File: src/rtl/roberto_serial_pkg.sv
// rtl/roberto_serial_pkg.sv - shared constants for the roberto serial transmitter
//
// Purpose: state encodings, debug error code, idle line level and default
//          bit period shared by roberto_tx_serial and roberto_tick_baud.
// Ports:   none (package).
// Macro:   SERIAL_PARITY_EN (consumed by roberto_tx_serial; TX_PARIDADE is
//          only reachable when it is defined).

package roberto_serial_pkg;

  localparam logic [2:0] TX_INICIAL  = 3'b000;
  localparam logic [2:0] TX_INICIO   = 3'b001;
  localparam logic [2:0] TX_DADO     = 3'b010;
  localparam logic [2:0] TX_PARIDADE = 3'b011;
  localparam logic [2:0] TX_PARADA   = 3'b100;
  localparam logic [2:0] TX_FINAL    = 3'b101;

  localparam logic [2:0] TX_DB_ERRO    = 3'b111;
  localparam logic       TX_LINHA_IDLE = 1'b1;

  // 50 MHz clock / 115200 baud
  localparam int TX_CLKS_PER_BIT_DEFAULT = 434;

  typedef enum logic [2:0] {
    ST_INICIAL  = TX_INICIAL,
    ST_INICIO   = TX_INICIO,
    ST_DADO     = TX_DADO,
    ST_PARIDADE = TX_PARIDADE,
    ST_PARADA   = TX_PARADA,
    ST_FINAL    = TX_FINAL
  } tx_estado_t;

endpackage

File: src/rtl/roberto_tick_baud.sv
// rtl/roberto_tick_baud.sv - modulo-CLKS_PER_BIT bit-period counter
//
// Purpose: counts 0..CLKS_PER_BIT-1 while enabled and raises a one-cycle
//          end-of-bit strobe on the last count, wrapping to 0.
// Ports:
//   clock  in   system clock, rising edge
//   reset  in   asynchronous active-high reset
//   enable in   count enable
//   clear  in   synchronous clear (takes priority over enable)
//   tick   out  end-of-bit strobe, high while count == CLKS_PER_BIT-1 and enabled

module roberto_tick_baud
  import roberto_serial_pkg::*;
#(
  parameter int CLKS_PER_BIT = TX_CLKS_PER_BIT_DEFAULT
) (
  input  logic clock,
  input  logic reset,
  input  logic enable,
  input  logic clear,
  output logic tick
);

  localparam int W = (CLKS_PER_BIT > 1) ? $clog2(CLKS_PER_BIT) : 1;
  localparam logic [W-1:0] ULTIMO = W'(CLKS_PER_BIT - 1);

  logic [W-1:0] contagem;

  always_ff @(posedge clock or posedge reset) begin
    if (reset) begin
      contagem <= '0;
    end else if (clear) begin
      contagem <= '0;
    end else if (enable) begin
      contagem <= (contagem == ULTIMO) ? '0 : contagem + 1'b1;
    end
  end

  assign tick = enable && (contagem == ULTIMO);

endmodule

File: src/rtl/roberto_tx_serial.sv
// rtl/roberto_tx_serial.sv - 8N1 (or 8E1) asynchronous serial transmitter
//
// Purpose: on a level partida request in idle, latches dados and sends it
//          LSB first with one start bit and STOP_BITS stop bits, then pulses
//          pronto for one cycle. zera is a synchronous abort to idle.
// Macro:   SERIAL_PARITY_EN - when defined, an even parity bit is sent
//          between the data and stop bits (8E1).
// Ports:
//   clock        in   system clock, rising edge
//   reset        in   asynchronous active-high reset
//   zera         in   synchronous clear, active-high
//   partida      in   transmit request, sampled only in idle
//   dados[7:0]   in   byte to send, captured on acceptance
//   saida_serial out  serial line, idle high
//   ocupado      out  high in every state except idle
//   pronto       out  one-cycle pulse after the last stop bit
//   db_estado    out  debug state encoding (111 for unknown encodings)

module roberto_tx_serial
  import roberto_serial_pkg::*;
#(
  parameter int CLKS_PER_BIT = TX_CLKS_PER_BIT_DEFAULT,
  parameter int STOP_BITS    = 1
) (
  input  logic       clock,
  input  logic       reset,
  input  logic       zera,
  input  logic       partida,
  input  logic [7:0] dados,
  output logic       saida_serial,
  output logic       ocupado,
  output logic       pronto,
  output logic [2:0] db_estado
);

  localparam logic [2:0] ULTIMA_PARADA = 3'(STOP_BITS - 1);

  tx_estado_t estado;
  tx_estado_t prox;
  logic [7:0] shift;
  logic [2:0] bit_cnt;
  logic       tick;
  logic       entrada;

  // Any state change restarts both the bit period and the bit counter, so
  // every state begins with a full bit period.
  assign entrada = (prox != estado);

  roberto_tick_baud #(
    .CLKS_PER_BIT(CLKS_PER_BIT)
  ) u_tick (
    .clock (clock),
    .reset (reset),
    .enable(ocupado),
    .clear (entrada || zera),
    .tick  (tick)
  );

  always_ff @(posedge clock or posedge reset) begin
    if (reset) begin
      estado  <= ST_INICIAL;
      shift   <= '0;
      bit_cnt <= '0;
    end else if (zera) begin
      estado  <= ST_INICIAL;
      shift   <= '0;
      bit_cnt <= '0;
    end else begin
      estado <= prox;
      if (estado == ST_INICIAL) begin
        if (partida) begin
          shift   <= dados;
          bit_cnt <= '0;
        end
      end else if (entrada) begin
        bit_cnt <= '0;
      end else if (tick) begin
        // In dado bit_cnt counts data bits; in parada it counts stop bits.
        bit_cnt <= bit_cnt + 3'd1;
        if (estado == ST_DADO) begin
          shift <= {1'b0, shift[7:1]};
        end
      end
    end
  end

`ifdef SERIAL_PARITY_EN
  logic paridade_bit;

  always_ff @(posedge clock or posedge reset) begin
    if (reset) begin
      paridade_bit <= 1'b0;
    end else if (zera) begin
      paridade_bit <= 1'b0;
    end else if (estado == ST_INICIAL && partida) begin
      paridade_bit <= ^dados;
    end
  end
`endif

  always_comb begin
    prox = estado;
    case (estado)
      ST_INICIAL: begin
        if (partida) prox = ST_INICIO;
      end
      ST_INICIO: begin
        if (tick) prox = ST_DADO;
      end
      ST_DADO: begin
        if (tick && bit_cnt == 3'd7) begin
`ifdef SERIAL_PARITY_EN
          prox = ST_PARIDADE;
`else
          prox = ST_PARADA;
`endif
        end
      end
`ifdef SERIAL_PARITY_EN
      ST_PARIDADE: begin
        if (tick) prox = ST_PARADA;
      end
`endif
      ST_PARADA: begin
        if (tick && bit_cnt == ULTIMA_PARADA) prox = ST_FINAL;
      end
      ST_FINAL: begin
        prox = ST_INICIAL;
      end
      default: begin
        prox = ST_INICIAL;
      end
    endcase
  end

  // Outputs depend only on registers, so reset forces the idle line level
  // immediately and partida never reaches saida_serial combinationally.
  always_comb begin
    saida_serial = TX_LINHA_IDLE;
    ocupado      = 1'b1;
    pronto       = 1'b0;
    db_estado    = TX_DB_ERRO;
    case (estado)
      ST_INICIAL: begin
        ocupado   = 1'b0;
        db_estado = TX_INICIAL;
      end
      ST_INICIO: begin
        saida_serial = 1'b0;
        db_estado    = TX_INICIO;
      end
      ST_DADO: begin
        saida_serial = shift[0];
        db_estado    = TX_DADO;
      end
`ifdef SERIAL_PARITY_EN
      ST_PARIDADE: begin
        saida_serial = paridade_bit;
        db_estado    = TX_PARIDADE;
      end
`endif
      ST_PARADA: begin
        db_estado = TX_PARADA;
      end
      ST_FINAL: begin
        pronto    = 1'b1;
        db_estado = TX_FINAL;
      end
      default: begin
      end
    endcase
  end

endmodule

File: config.mk
export PLATFORM = sky130hd
export DESIGN_NAME = roberto_tx_serial
export DESIGN_NICKNAME = d
export VERILOG_FILES = /design/src/rtl/roberto_serial_pkg.sv /design/src/rtl/roberto_tick_baud.sv /design/src/rtl/roberto_tx_serial.sv
export SDC_FILE = /design/constraint.sdc
export NUM_CORES = 1
export LEC_CHECK = 0
export ABC_AREA = 1
export CORE_ASPECT_RATIO = 1.5
export CORE_MARGIN = 1.5
export CORE_UTILIZATION = 59
export DETAILED_ROUTE_END_ITERATION = 16
export PLACE_DENSITY_LB_ADDON = 0.25
export REMOVE_ABC_BUFFERS = 1
export SYNTH_ARGS = -nofsm -noshare
export SYNTH_HDL_FRONTEND = slang
export SYNTH_SLANG_ARGS = --single-unit
File: constraint.sdc
create_clock -name clock -period 3.9 [get_ports clock]
set_clock_uncertainty 0.15 [all_clocks]
set_input_delay 0.39 -clock clock [delete_from_list [all_inputs] [get_ports clock]]
set_output_delay 0.39 -clock clock [all_outputs]
set_load 0.005 [all_outputs]
==> metrics.md, run 1 <==
| Metric | Value |
|---|---|
| Final worst path period share | 60.6% |
| CP top delay family | buffers and inverters |
| Crit-path max FO | 6 |
| CP Class | reg2out |
| WP data required | roughly 3400 ps |
| Worst Setup Start Kind | flop |
| Library cells used by synthesis | 32 |
| Min Tclk post-route | about 2400 ps |
| Port buffer count | 17 |
| CP Capture Type | output port |
| Post-DP HPWL | 2200 microns |
| Max Slew Vio Count | 0 |
| TritonCTS clock tree | yes |
| Failing checks | design-rule violations |
| Max Clock Freq | between 400 and 500 MHz |
| Post-synth design cell area | between 1500 and 2000 sq um |
| Row count | 22 |
| Largest net degree at the start of global routing | 24 |
| Worst path max stage delay | approximately 520 ps |
| Area delta synth->final | 11.0% |
| Relative slew slack | 41.5% |
| Core ar. | approximately 2400 sq um |
| Commonest non-fill, non-tap cells in the layout | nand2_1 (38), nor2_1 (24), dfrtp_1 (23) |
| WP buf/inv | 2 |
| # Post-CTS Setup Buffers | 0 |
| Layout cells sized above 1 | 14.1% |
| Status | finished, violations left |
| Total track usage | about 23% |
| Drt pass-1 iters | 10 |
| Post-route antenna net violation count | 0 |
| Yosys warns | 0 |
| Die height | 65.0 microns |
| Placed Instances | 219 |
| Nets@finish | ~220 |
| First-pass GRT wire length | 5090 microns |
| Mapped Cells | between 150 and 200 |
| Hold Fails Final Rpt | 0 |
| WL per Instance | between 10 and 15 microns |
| Via count | approximately 1,300 |
| Most frequent CP cell | nand2_1 |
| Post-CTS Hold Buffers | 0 |
| Pwr Density | 291 nW/um^2 |
| Commonest non-fill, non-tap cell in the layout | nand2_1 |
| Antenna cells | 0 |
| DR iter-0 viols | 46 |
| Remaining Overflow, GRT | 0 |
| CTS buffer count | 3 |
| Max cap viols | 0 |
| Synth Register Bits | 23 |
| CTS clk-pin slew, worst paths | around 130 ps |
| Worst Path Arrival | approximately 1800 ps |
| Final setup TNS | 0 ps |
| RSZ-0062 raised after global routing | no |
| VDD IR-drop max | ~0.27 mV |
| Vias in the first global route | approximately 1,200 |
| Antenna violations before repair | 0 |
| Register area share after synthesis | approximately two fifths |
| Worst hold slack | 392 ps |
| Slowest stage cell, crit path | clkdlybuf4s50_1 |
| Critical path cell sequence | nor2_1 > nand2_1 > inv_1 > nand2_1 > o21ai_0 > clkdlybuf4s50_1 |
| Worst skew pair latency | a little over 300 ps |
| Initial Util | between 60% and 70% |
| DRC | 1 |
| Post-Layout Cell Count | around 220 |
| Leakage | about 0.74 nW |
| I/O pins | 18 |
| Clock Tree Root | clkbuf_4 |
| Die W | 44.3 microns |
| Clk sinks | 23 |
| Gpl congestion | roughly 0.85 |
| # setup viols final | 0 |
| Post-CTS sizing | 0 |
| Clock Tree Buf Depth | 2 |
| Die area | about 2900 sq um |
| H-tree levels | 1 |
| Slew at the pin closest to its max-slew limit | just under 900 ps |
| Total power draw | 489 uW |
| Detailed Route WL | between 2000 and 3000 microns |
| Hold Crit Class | in2async |
| Syn avg cell area | just over 8 sq um |
| Via density | 5.82 |
-- registers in the layout, indices dropped and copies added, names as in the netlist --
register         flops
shift                8
bit_cnt              3
estado               3
u_tick.contagem      9
-- per-stage QoR --
stage          utilization [%]  setup WS, ps  instance area, sq um
4_1_cts                   68.4          1550                  1680
2_1_floorplan                -          1970                  1450
3_5_place_dp              67.4          1600                  1650
5_1_grt                   68.4          1390                  1680
3_3_place_gp              67.4          1670                  1650
6_report                  68.4          1540                  1680
-- cell families after synthesis --
logic type	share of synthesized area (%)
compound gates	14.6
xor+xnor	2.32
fa+ha+maj	4.14
buf+inv	10.4
flops	38.1
simple gates	30.4
-- power breakdown --
group,total (mW),switching [mW],internal [mW]
registers,0.271,0.0136,0.257
logic,0.107,0.0639,0.0427
clock network,0.111,0.0711,0.0399
-- synth_stat cells (all sizes together) --
cell type	instances	share of area [%]
nand3	8	2.7
nor2	32	12
a31oi	1	0.41
nand2	40	10
nand3b	1	0.50
buf	6	3.7
a22oi	7	3.5
xnor2	1	0.58
o22ai	2	0.83
xor2	3	1.7
clkinv	1	1.1
ha	5	4.1
o21ai	5	1.7
a21oi	15	8.2
nor3	3	1.3
clkbuf	1	0.25
inv	21	5.4
nand4	10	4.1
dfrtp	23	38
-- area by class of cell --
| cell class | instances | area (sq um) |
|---|---|---|
| Timing Repair Buffer | 17 | 170 |
| Clock buffer | 4 | 26.3 |
| Multi-Input combinational cell | 133 | 777 |
| Fill cell | 208 | 773 |
| Sequential cell | 23 | 576 |
| Tap cell | 24 | 30.0 |
| Inverter | 22 | 97.6 |
-- worst reg2reg max path, stage by stage, from the launching register on --
cell and delay (ps):
dfrtp_1 500, nor2_4 190, nand2_2 230, nor2_2 380, inv_2 90, nor2_4 150, a21oi_4 70, inv_4 100
nor2_8 80, nor2_1 150, a21oi_2 40
-- routing by layer --
| metal | vias up | wire, microns | GRT usage (%) | part of all wire, % |
|---|---|---|---|---|
| li1 | 637 | - | - | - |
| met1 | 629 | 1310 | 30.7 | 45 |
| met2 | 27 | 1530 | 38.1 | 52 |
| met3 | 4 | 58 | 1.95 | 2.0 |
| met4 | 0 | 35 | 8.71 | 1.2 |
| met5 | - | 0 | 0 | 0 |
-- worst paths after layout --
path / start / to / slack, ps / depth (start not counted)
min reg2reg: shift[1] / shift[1] / 390 / 2
max in group asynchronous: reset / shift[2] / 2650 / 2
max reg2reg: estado[1] / shift[0] / 1680 / 10
max: estado[0] / saida_serial / 1540 / 6
min: reset / u_tick.contagem[0] / 390 / 2
min in group clock: shift[1] / shift[1] / 390 / 2
Note: power is estimated with default switching activity, not from simulation.
==> inputs of run 2 (changes only) <==
CORE_UTILIZATION = 55   (was 59)
clock period = 2.2 ns   (was 3.9 ns; I/O delays follow)
==> run 2 against run 1 <==
Cell area is 4.5% higher. Sequential power is 77% higher. The flow now finishes without violations. Non-clock buffer count up 4. Clock power rose by 130%. Count of clock-buffer cells in the layout stayed put. Critical path depth unchanged. Total power grew 92%. Critical path type unchanged.
==> metrics.md, run 2 (synthesized netlist as in run 1, its figures left out) <==
| Metric | Value |
|---|---|
| Largest Register | u_tick.contagem (unchanged) |
| Uppermost layer routed | met4 (unchanged) |
| Relative slew slack | 80.1% (was 41.5%) |
| I/O pins | 18 (unchanged) |
| WP data required | 1830 ps (was 3360 ps) |
| Final worst slack | 111 ps (was 1540 ps) |
| CTS buffer count | 3 (unchanged) |
| Post-CTS Hold Buffers | 0 (unchanged) |
| CTS clk-pin slew, worst paths | 90 ps (was 130 ps) |
| Largest registers | u_tick.contagem (9), shift (8) (unchanged) |
| Commonest non-fill, non-tap cell in the layout | nand2_1 (unchanged) |
| Metal-1 WL | 1330 microns (was 1310 microns) |
| Nets@finish | 221 (was 217) |
| Hold Crit Class | in2async (unchanged) |
| Die height | 67.2 microns (was 65.0 microns) |
| Detailed Route WL | 3040 microns (was 2930 microns) |
| Clk sinks | 23 (unchanged) |
| Largest net degree at the start of global routing | 24 (unchanged) |
| VDD IR-drop max | 0.421 mV (was 0.272 mV) |
| Critical R2R Launch | u_tick.contagem[1] (was estado[1]) |
| Total track usage | 22.0% (was 23.0%) |
| CP Capture Type | output port (unchanged) |
| Core ar. | 2650 sq um (was 2450 sq um) |
| TritonCTS clock tree | yes (unchanged) |
| CP Class | reg2out (unchanged) |
| # fillers | 233 (was 208) |
| Clock Tree Buf Depth | 2 (unchanged) |
| Slowest stage cell, crit path | clkdlybuf4s50_1 (unchanged) |
| Die W | 45.8 microns (was 44.3 microns) |
| Routed wl met3 | 51 microns (was 58 microns) |
| DRC | 0 (was 1) |
| Pwr Density | 536 nW/um^2 (was 291 nW/um^2) |
| First-pass GRT wire length | 5160 microns (was 5090 microns) |
| Worst hold slack | 136 ps (was 392 ps) |
| Post-DP HPWL | 2280 microns (was 2200 microns) |
| Drt pass-1 iters | 4 (was 10) |
| Antenna violations before repair | 0 (unchanged) |
| Remaining Overflow, GRT | 0 (unchanged) |
| Slew at the pin closest to its max-slew limit | 298 ps (was 876 ps) |
| Status | completed (was finished, violations left) |
| Max Slew Vio Count | 0 (unchanged) |
| Via density | 5.30 (was 5.82) |
| # setup viols final | 0 (unchanged) |
| Worst skew pair latency | 260 ps (was 310 ps) |
| Worst path max stage delay | 530 ps (was 520 ps) |
| Leakage | 0.766 nW (was 0.739 nW) |
| Max cap viols | 0 (unchanged) |
| Vias in the first global route | 1,229 (was 1,185) |
| Clock Tree Root | clkbuf_8 (was clkbuf_4) |
| Number of flip-flops in the largest register | 9 (unchanged) |
| Multi-input gate area | 785 sq um (was 777 sq um) |
| Worst Path Arrival | 1720 ps (was 1820 ps) |
| Area delta synth->final | 16.0% (was 11.0%) |
| Initial Util | 57.0% (was 61.6%) |
| H-tree levels | 1 (unchanged) |
| Seq. cell area | 578 sq um (was 576 sq um) |
| Die area | 3080 sq um (was 2880 sq um) |
| RSZ-0062 raised after global routing | yes (was no) |
| FF-to-FF setup slack | 130 ps (was 1680 ps) |
| Worst Setup Start Kind | flop (unchanged) |
| Critical path cell sequence | nor2_2 > nand2_1 > inv_1 > nand2_1 > o21ai_0 > clkdlybuf4s50_1 (was nor2_1 > nand2_1 > inv_1 > nand2_1 > o21ai_0 > clkdlybuf4s50_1) |
| Pre-CTS WS | 51.0 ps (was 1600 ps) |
| Row count | 23 (was 22) |
| Commonest non-fill, non-tap cells in the layout | nand2_1 (38), nor2_1 (23), dfrtp_1 (21) (was nand2_1 (38), nor2_1 (24), dfrtp_1 (23)) |
| WL per Instance | 12.7 microns (was 13.2 microns) |
| Post-route antenna net violation count | 0 (unchanged) |
| Reg2Reg Capture Point | shift[2] (was shift[0]) |
| Min Tclk post-route | between 2000 and 2500 ps |
| Crit-path max FO | 6 (unchanged) |
| Worst reg2reg path depth | 9 (was 10) |
| DR iter-0 viols | 34 (was 46) |
| Max Clock Freq | approximately 480 MHz |
| Port buffer count | 17 (unchanged) |
| Layout cells sized above 1 | 17.2% (was 14.1%) |
| Antenna cells | 0 (unchanged) |
| Via count | 1,273 (was 1,297) |
| Final worst path period share | a little over nine tenths |
| Routed wl met2 | 1650 microns (was 1530 microns) |
| Hold Fails Final Rpt | 0 (unchanged) |
| Most frequent CP cell | nand2_1 (unchanged) |
| Gpl congestion | 0.786 (was 0.846) |
## run 2: final cells by class
| cell class | count | area share [%] |
|---|---|---|
| clock buffer | 4 | 2.57 |
| multi-input combinational | 133 | 44.8 |
| timing repair buffer | 21 | 11.4 |
| sequential | 23 | 33.0 |
| inverter | 22 | 5.57 |
| tap | 37 | 2.64 |
## run 2: where the power goes
group | internal, mW | switching, mW
clock | 0.129 | 0.131
combinational | 0.0816 | 0.117
sequential | 0.456 | 0.0232
## run 2: metrics by stage
stage | TNS [ps] | cells | area [sq um] | total power [mW] | utilization, %
2_1_floorplan | 0 | 178 | 1450 | 0.617 | -
6_report | 0 | 240 | 1750 | 0.938 | 66.2
4_1_cts | 0 | 238 | 1730 | 0.942 | 65.2
3_3_place_gp | 0 | 234 | 1680 | 0.674 | 63.5
3_5_place_dp | 0 | 234 | 1680 | 0.683 | 63.5
5_1_grt | -14.7 | 240 | 1750 | 0.980 | 66.2
## run 2: worst max-delay path: cells and delay by family, from the launching register on
family                 cells  cell delay [ps]
AOI/OAI and AO/OA          1               90
buffers and inverters      2              650
DFF                        1              450
and+or+nand+nor            3              270
## run 2: how the worst max path moves through the flow
| stage | from | endpoint | slack (ps) | cells after the start |
|---|---|---|---|---|
| after global routing | u_tick.contagem[1] | shift[2] | -10 | 9 |
| after floorplan | estado[1] | shift[0] | 270 | 10 |
| after detailed placement | estado[1] | shift[2] | 50 | 9 |
| after CTS | estado[1] | shift[2] | 40 | 9 |
| after global placement | estado[1] | shift[2] | 130 | 9 |
| final | estado[2] | saida_serial | 110 | 6 |
## run 2: metal layers
metal,global-route usage [%],vias up
met5,0,-
met4,5.36,0
met3,0.802,2
met2,40.5,23
met1,27.5,609
li1,-,639
## run 2: what timing repair did
action                                 CTS  global route
endpoints found under the hold margin    0             0
setup endpoints to repair                0            17
resized for setup                        0             4
buffers inserted                         0             2
==> inputs of run 3 (changes only) <==
SKIP_CTS_REPAIR_TIMING = 1   (was default)
==> results of run 3 <==
No change in the layout: final DEF, timing and power equal those of run 2.
